[config.mk]
export PLATFORM = sky130hd
export DESIGN_NAME = memory_access_unit
export DESIGN_NICKNAME = d
export VERILOG_FILES = /design/src/rtl/memory_access_unit_pkg.sv /design/src/rtl/memory_access_unit_load_byte_extract.sv /design/src/rtl/memory_access_unit.sv
export SDC_FILE = /design/constraint.sdc
export NUM_CORES = 1
export LEC_CHECK = 0
export ABC_AREA = 0
export BUFFER_PORTS_ARGS = -buffer_cell sky130_fd_sc_hd__buf_2
export CAP_MARGIN = 20
export CORE_MARGIN = 2
export CORE_UTILIZATION = 51
export DETAILED_ROUTE_END_ITERATION = 8
export PLACE_DENSITY = 0.81
export SETUP_SLACK_MARGIN = 0.5
export SLEW_MARGIN = 30
export SYNTH_ARGS = -nofsm -noshare
export SYNTH_HDL_FRONTEND = slang
export SYNTH_HIERARCHICAL = 1
export SYNTH_SLANG_ARGS = --single-unit
[constraint.sdc]
create_clock -name clk -period 2.8 [get_ports clk]
set_input_delay 0.42 -clock clk [delete_from_list [all_inputs] [get_ports clk]]
set_output_delay 0.42 -clock clk [all_outputs]
set_load 0.005 [all_outputs]
[src/rtl/memory_access_unit_pkg.sv]
// memory_access_unit_pkg
// Shared definitions for the CPU memory access unit: the MIPS opcodes it
// executes, the FSM state encoding and small opcode-decoding helpers.
package memory_access_unit_pkg;

  localparam logic [5:0] OPCODE_LB  = 6'h20;
  localparam logic [5:0] OPCODE_LW  = 6'h23;
  localparam logic [5:0] OPCODE_LBU = 6'h24;
  localparam logic [5:0] OPCODE_SB  = 6'h28;
  localparam logic [5:0] OPCODE_SW  = 6'h2B;

  typedef enum logic [1:0] {
    IDLE = 2'd0,
    BUS  = 2'd1,
    DONE = 2'd2
  } mau_state_e;

  function automatic logic op_is_store(input logic [5:0] op);
    return (op == OPCODE_SW) || (op == OPCODE_SB);
  endfunction

  function automatic logic op_is_word(input logic [5:0] op);
    return (op == OPCODE_LW) || (op == OPCODE_SW);
  endfunction

  function automatic logic op_is_valid(input logic [5:0] op);
    return (op == OPCODE_LW) || (op == OPCODE_SW) || (op == OPCODE_LB) ||
           (op == OPCODE_LBU) || (op == OPCODE_SB);
  endfunction

  // Unknown opcodes and misaligned word accesses never reach the bus.
  function automatic logic op_fault(input logic [5:0] op, input logic [1:0] ea_lo);
    return !op_is_valid(op) || (op_is_word(op) && (ea_lo != 2'b00));
  endfunction

endpackage

[src/rtl/memory_access_unit_load_byte_extract.sv]
// load_byte_extract
// Purely combinational load formatter: picks the little-endian byte lane
// addressed by ea[1:0] and sign/zero extends it, or passes the whole word.
// Ports:
//   readdata_i  32  word returned by the bus
//   ea_lo_i      2  low bits of the effective address (byte lane)
//   opcode_i     6  load opcode (LW, LB, LBU); anything else yields 0
//   result_o    32  formatted load value
module load_byte_extract
  import memory_access_unit_pkg::*;
(
  input  logic [31:0] readdata_i,
  input  logic [1:0]  ea_lo_i,
  input  logic [5:0]  opcode_i,
  output logic [31:0] result_o
);

  logic [7:0] lane [4];
  logic [7:0] sel_byte;

  for (genvar gi = 0; gi < 4; gi++) begin : g_lane
    assign lane[gi] = readdata_i[8*gi +: 8];
  end

  always_comb begin
    sel_byte = lane[ea_lo_i];
    result_o = 32'h0;
    case (opcode_i)
      OPCODE_LW:  result_o = readdata_i;
      OPCODE_LB:  result_o = {{24{sel_byte[7]}}, sel_byte};
      OPCODE_LBU: result_o = {24'h0, sel_byte};
      default:    result_o = 32'h0;
    endcase
  end

endmodule

[src/rtl/memory_access_unit.sv]
// memory_access_unit
// Executes one LW/SW/LB/LBU/SB per request as a single Avalon-MM transfer.
// IDLE -> BUS -> DONE for legal requests, IDLE -> DONE for faults.
// Ports:
//   clk, reset             clock, synchronous active-high reset
//   start, opcode          request (sampled in IDLE only) and its opcode
//   base, offset           address operands, ea = base + offset
//   store_data             store source register
//   done, load_data, fault one-cycle completion with result / fault flag
//   address, read, write, byteenable, writedata, readdata, waitrequest
//                          Avalon master
module memory_access_unit
  import memory_access_unit_pkg::*;
(
  input  logic        clk,
  input  logic        reset,
  input  logic        start,
  input  logic [5:0]  opcode,
  input  logic [31:0] base,
  input  logic [31:0] offset,
  input  logic [31:0] store_data,
  output logic        done,
  output logic [31:0] load_data,
  output logic        fault,
  output logic [31:0] address,
  output logic        read,
  output logic        write,
  output logic [3:0]  byteenable,
  output logic [31:0] writedata,
  input  logic [31:0] readdata,
  input  logic        waitrequest
);

  mau_state_e  state_q, state_d;
  logic [31:0] ea_q, ea_d;
  logic [5:0]  op_q, op_d;
  logic [31:0] sdata_q, sdata_d;
  logic [31:0] ld_q, ld_d;
  logic        fault_q, fault_d;

  logic [31:0] ea_calc;
  logic [31:0] extract_result;
  logic        in_bus;

  assign ea_calc = base + offset;

  load_byte_extract u_extract (
    .readdata_i (readdata),
    .ea_lo_i    (ea_q[1:0]),
    .opcode_i   (op_q),
    .result_o   (extract_result)
  );

  always_comb begin
    state_d = state_q;
    ea_d    = ea_q;
    op_d    = op_q;
    sdata_d = sdata_q;
    ld_d    = ld_q;
    fault_d = fault_q;
    case (state_q)
      IDLE: begin
        if (start) begin
          ea_d    = ea_calc;
          op_d    = opcode;
          sdata_d = store_data;
          ld_d    = 32'h0;
          fault_d = op_fault(opcode, ea_calc[1:0]);
          state_d = op_fault(opcode, ea_calc[1:0]) ? DONE : BUS;
        end
      end
      BUS: begin
        if (!waitrequest) begin
          state_d = DONE;
          // Stores leave ld_q at the zero written on acceptance.
          if (!op_is_store(op_q)) ld_d = extract_result;
        end
      end
      DONE:    state_d = IDLE;
      default: state_d = IDLE;
    endcase
  end

  always_ff @(posedge clk) begin
    if (reset) begin
      state_q <= IDLE;
      ea_q    <= 32'h0;
      op_q    <= 6'h0;
      sdata_q <= 32'h0;
      ld_q    <= 32'h0;
      fault_q <= 1'b0;
    end else begin
      state_q <= state_d;
      ea_q    <= ea_d;
      op_q    <= op_d;
      sdata_q <= sdata_d;
      ld_q    <= ld_d;
      fault_q <= fault_d;
    end
  end

  // Bus outputs decode straight from the registered state, so they are
  // stable for the whole BUS residency and zero everywhere else.
  assign in_bus     = (state_q == BUS);
  assign address    = in_bus ? {ea_q[31:2], 2'b00} : 32'h0;
  assign read       = in_bus && !op_is_store(op_q);
  assign write      = in_bus && op_is_store(op_q);
  assign byteenable = !in_bus          ? 4'b0000 :
                      op_is_word(op_q) ? 4'b1111 : (4'b0001 << ea_q[1:0]);
  assign writedata  = !write           ? 32'h0 :
                      op_is_word(op_q) ? sdata_q : {4{sdata_q[7:0]}};

  assign done      = (state_q == DONE);
  assign fault     = done && fault_q;
  assign load_data = done ? ld_q : 32'h0;

endmodule
# --- Word level (Yosys, flattened, before mapping) ---
# Index checks and enable logic that the tools add are counted.
classes:
  muxes: 18
  shifts: 1
  n_bitwise: 1
  addsub: 1
  n_reduce_logical: 19
  magnitude_cmp: 1
  eq_ne: 15
op_table:
  columns: ["op", "n"]
  rows:
  - ["$mux 32", 7]
  - ["$pmux 32 s3", 1]
  - ["$pmux 32 s2", 1]
  - ["$eq 6x6->1 const B", 10]
  - ["$add 32x32->32", 1]
  - ["$bmux 8 s2", 1]
  - ["$mux 8", 2]
  - ["$mux 4", 2]
  - ["$logic_or 1x1->1", 7]
  - ["$mux 2", 3]
  - ["$ne 2x2->1 const B", 3]
  - ["$logic_and 1x1->1", 4]
  - ["$pmux 2 s2", 1]
  - ["$reduce_and 2->1", 2]
  - ["$reduce_and 4->1", 1]
  - ["$reduce_bool 2->1", 2]
  - ["$shl 1x2->4 const A", 1]
  - ["$ge 3x3->1 const B", 1]
  - ["$not 2->3", 1]
  - ["$eq 2x1->1 const B", 1]
  - ["$eq 2x2->1 const B", 1]
  - ["$logic_not 1->1", 2]
  - ["$logic_not 2->1", 1]
totals:
  word_cells: 62
  out_inout_bits: 104
  register_bits: 105

# --- Depth between registers and ports, before layout ---
depth:
  word_depth: 10
  ltp_mapped: 11

# --- Modules after synthesis ---
# The synthesis kept the hierarchy.
by_module_without_submodules:
  columns: ["mod", "instances", "seq_area_each_um2", "area_each_um2", "cells_per_inst"]
  rows:
  - ["memory_access_unit", 1, 2102.0, 6313.6, 847]
  - ["load_byte_extract", 1, 0.0, 576.8, 54]

# --- Worst setup path before layout ---
# No wires, ideal clock.
synth_timing:
  path_type: "input-to-reg"
  startpoint: "in offset[0]"
  endpoint: "reg ea_q[24]"
  arrival_time_ps: 2350
  t_required_ps: 2714
  stages: 11
  setup_slack_ps: 364
  cell_sequence: "ha_1 -> inv_1 -> fa_1 -> nor2b_2 -> o31ai_2 -> a21o_1 -> a211o_1 -> a21oi_2 -> o21ai_2 -> xor2_1 -> a211oi_1"
synth_via:
  elab_chain_cells: 1
synth_lines:
  columns: ["item", "line", "rtl"]
  rows:
  - ["from (decl)", "memory_access_unit.sv:20", "input logic [31:0] offset,"]
  - ["$add 32x32->32", "memory_access_unit.sv:45", "assign ea_calc = base + offset;"]
  - ["to (signal assigned)", "memory_access_unit.sv:87", "ea_q <= 32'h0;"]
  - ["to (signal assigned)", "memory_access_unit.sv:94", "ea_q <= ea_d;"]
  - ["to (decl)", "memory_access_unit.sv:35", "logic [31:0] ea_q, ea_d;"]
# Every way passes these cells.
# A chain may end at the register's enable or synchronous reset.

# --- Final worst setup path ---
layout_timing:
  startpoint: "reg op_q[4]"
  endpoint: "out writedata[13]"
layout_via:
  elab_chain_cells: 4
  elab_cells_between_ends: 8
layout_lines:
  columns: ["item", "line", "rtl"]
  rows:
  - ["from (decl)", "memory_access_unit.sv:36", "logic [5:0] op_q, op_d;"]
  - ["from (signal assigned)", "memory_access_unit.sv:95", "op_q <= op_d;"]
  - ["$eq 6x6->1, on equally long branches", "memory_access_unit_pkg.sv:23, memory_access_unit_pkg.sv:19", null]
  - ["$logic_or 1x1->1, on equally long branches", "memory_access_unit_pkg.sv:23, memory_access_unit_pkg.sv:19", null]
  - ["$mux 32 or $logic_and 1x1->1 (tied branches)", "memory_access_unit.sv:111, memory_access_unit.sv:107", null]
  - ["$mux 32 (*)", "memory_access_unit.sv:110", "assign writedata = !write ? 32'h0 :"]
  - ["to (decl)", "memory_access_unit.sv:29", "output logic [31:0] writedata,"]
# Mark *: on every way between the ends. The rest lies on a longest branch, timed or not.

==> results.cfg <==
[global_route]
grt_start_max_net_pins = 73
grt_pass1_vias = 6466
grt_usage_pct = 26.7
grt_pass1_wl_um = 31700
antenna_found_initial = 0
overflow = 0

[setup_path]
rrSetupSlack_ns = 0.83
cp_max_fo = 25
cp_common_cell = buf_6
crit_chain = nor3b_2 > and3_4 > buf_6 > nand2_1 > buf_6 > nor2_1 > buf_2
setup.worst_path.end_class = output pin
critical_path_class = reg2out
crit_slowest_cell = dfxtp_1
cp.arrival_ns = 1.80
path_delay_family = simple AND/OR/NAND/NOR gates
r2r.worst_path.cells = 5
crit_buf_inv = 3
start_kind = flop
regToRegEndpoint = ld_q[27]
slowest_delay_ns = 0.33
r2r_start = op_q[5]
cp.required_ns = 2.38
crit_path_start = op_q[4]

[clocking]
numClockSinks = 105
numCtsBuffers = 9
cts_tree = done
root_buffer = clkbuf_16
clkTransAtPathRegs_ns = 0.07
insertion_delay_ns = 0.34
htreeDepth = 3
clock_path_buffers = 2
hold_buffers = 0

[hold_path]
hold_end = sdata_q[5]
worstHoldStart = store_data[5]
hold_class = in2reg
min_path_cells = 3

[routing]
vias = 7251
via_per_inst = 5.62
drc = 0
post_drt_wl_per_cell_um = 15.5
wirelength_um = 20000
drtPass1Iterations = 5
final_antenna_net_count = 0
dr.first_iter.drc_count = 712

[timing]
final_max_slew_viol_count = 0
finalSetupTns_ns = 0
fmax_ghz = 0.451
grt_setup_unrepaired = true
hold-worst-slack_ns = 0.316
timing.final.crit_period_ns = 2.22
clock_skew_ns = 0.00426
period_share_pct = 79.2
tightest_slew_ns = 0.765
slew_headroom_pct = 49.0
final-setup-viol-count = 0
hold_viol = 0
setup_ws_ns = 0.582

[die]
dieArea_sq_mm = 0.0145
start_util_pct = 52.0
die_h_um = 120
io_pins = 242
core-area_sq_mm = 0.0132
rows = 42
die_w_um = 120

[logic_synthesis]
syn_area_sq_mm = 0.00689
ys_warn_count = 6
seq_area_frac_synth_pct = 30.5
synth-edff-count = 0
synth-async-reset-ratio_pct = 0
synth_top_area_cell = dfxtp_1
ys_top_cells_by_count = 147 x nand2_1, 121 x a21oi_1, 105 x dfxtp_1, 85 x nor2_1, 65 x and2_1
synth-seq-cells = 105
synthCells = 901
synth_ff_type = dfxtp_1
synth_most_common_cell = nand2_1
synth_area_per_cell_sq_um = 7.65
netlist.area_leader.share_pct = 30.5
synth.area.top_cells = dfxtp_1 31%, a21oi_1 8.8%, nand2_1 8.0%, and2_1 5.9%, ha_1 5.6%
synth_cell_types = 71

[finish]
nets = 1279
syn_to_final_growth_pct = 26.2
fin_util_pct = 65.7
antenna_cells = 0
drive_gt1_share_pct = 30.3

[place]
post-place-ws_ns = 0.173
place_congestion = 0.935
io_buffers = 239
hpwl_um = 14500

[pwr]
p_total_w = 0.00391
peakVddDrop_v = 0.000314
p_leak_nw = 4.19
powerDensity_mw_per_mm2 = 450

[run]
maxCapViolations = 0

[status]
status = completed
[layout by cell type (no fill, tap or decap), drive strengths merged, types with 14 or more instances in the layout]
master and count:
buf 267, nand2 147, a21oi 123, dfxtp 105, nor2 85, and2 65, a21o 41, a22oi 32
ha 31, o21ai 26, nor3 17, nor2b 14
[timing repair]
action                                  CTS  global route
cloned                                    0             0
endpoints found under the setup margin   28            51
gates resized for setup                  10            24
buffers inserted                          0            10
pin swaps                                 0            13
[power breakdown]
group,switching [W],internal (W)
Clock,0.000547,0.000811
Sequential,0.0000510,0.00158
Combinational,0.000527,0.000400
[stage by stage]
stage	cells	area [sq um]
finish	1290	8690
global route	1290	8690
global placement	1264	8160
CTS	1280	8510
detailed placement	1264	8160
floorplan	902	6920
[worst max-delay path by stage]
stage | end | slack, ns | depth (start not counted)
2_1_floorplan | ea_q[24] | 0.49 | 11
3_3_place_gp | ea_q[22] | 0.24 | 12
3_5_place_dp | ea_q[22] | 0.17 | 12
4_1_cts | writedata[14] | 0.53 | 7
5_1_grt | writedata[14] | 0.47 | 6
6_report | writedata[13] | 0.58 | 7
[registers in the layout (all words and copies together), names as in the netlist]
name	flops
sdata_q	32
fault_q	1
ea_q	32
op_q	6
ld_q	32
state_q	2
[tightest hold or removal path, stage by stage]
cell,delay (ns)
buf_2,0.10
nand2_1,0.04
a21oi_1,0.05
[layer usage]
layer  up-vias  routed length [um]  track usage (%)
li1       3548                   -                -
met1      3325                8600             36.8
met2       343                9340             43.7
met3        35                1540             2.59
met4         0                 545             9.52
met5         -                   0                0
[cells by family after synthesis]
group | Yosys count | synth area share, %
compound gates | 270 | 25.9
xor+xnor | 23 | 2.92
fa+ha+maj | 32 | 5.92
buf+inv | 83 | 5.45
flops | 105 | 30.5
mux | 9 | 3.14
other cells | 1 | 0.0544
simple gates | 378 | 26.1
[area by class of cell]
type / instances / area [sq um]
clock buffers: 12 / 246
clock inverters: 4 / 76.3
fillers: 1193 / 4550
inverters: 12 / 45.0
multi-input cells: 714 / 4560
flip-flops and latches: 105 / 2110
well taps: 176 / 220
repair buffers: 267 / 1440
Note: power is estimated with default switching activity, not from simulation.
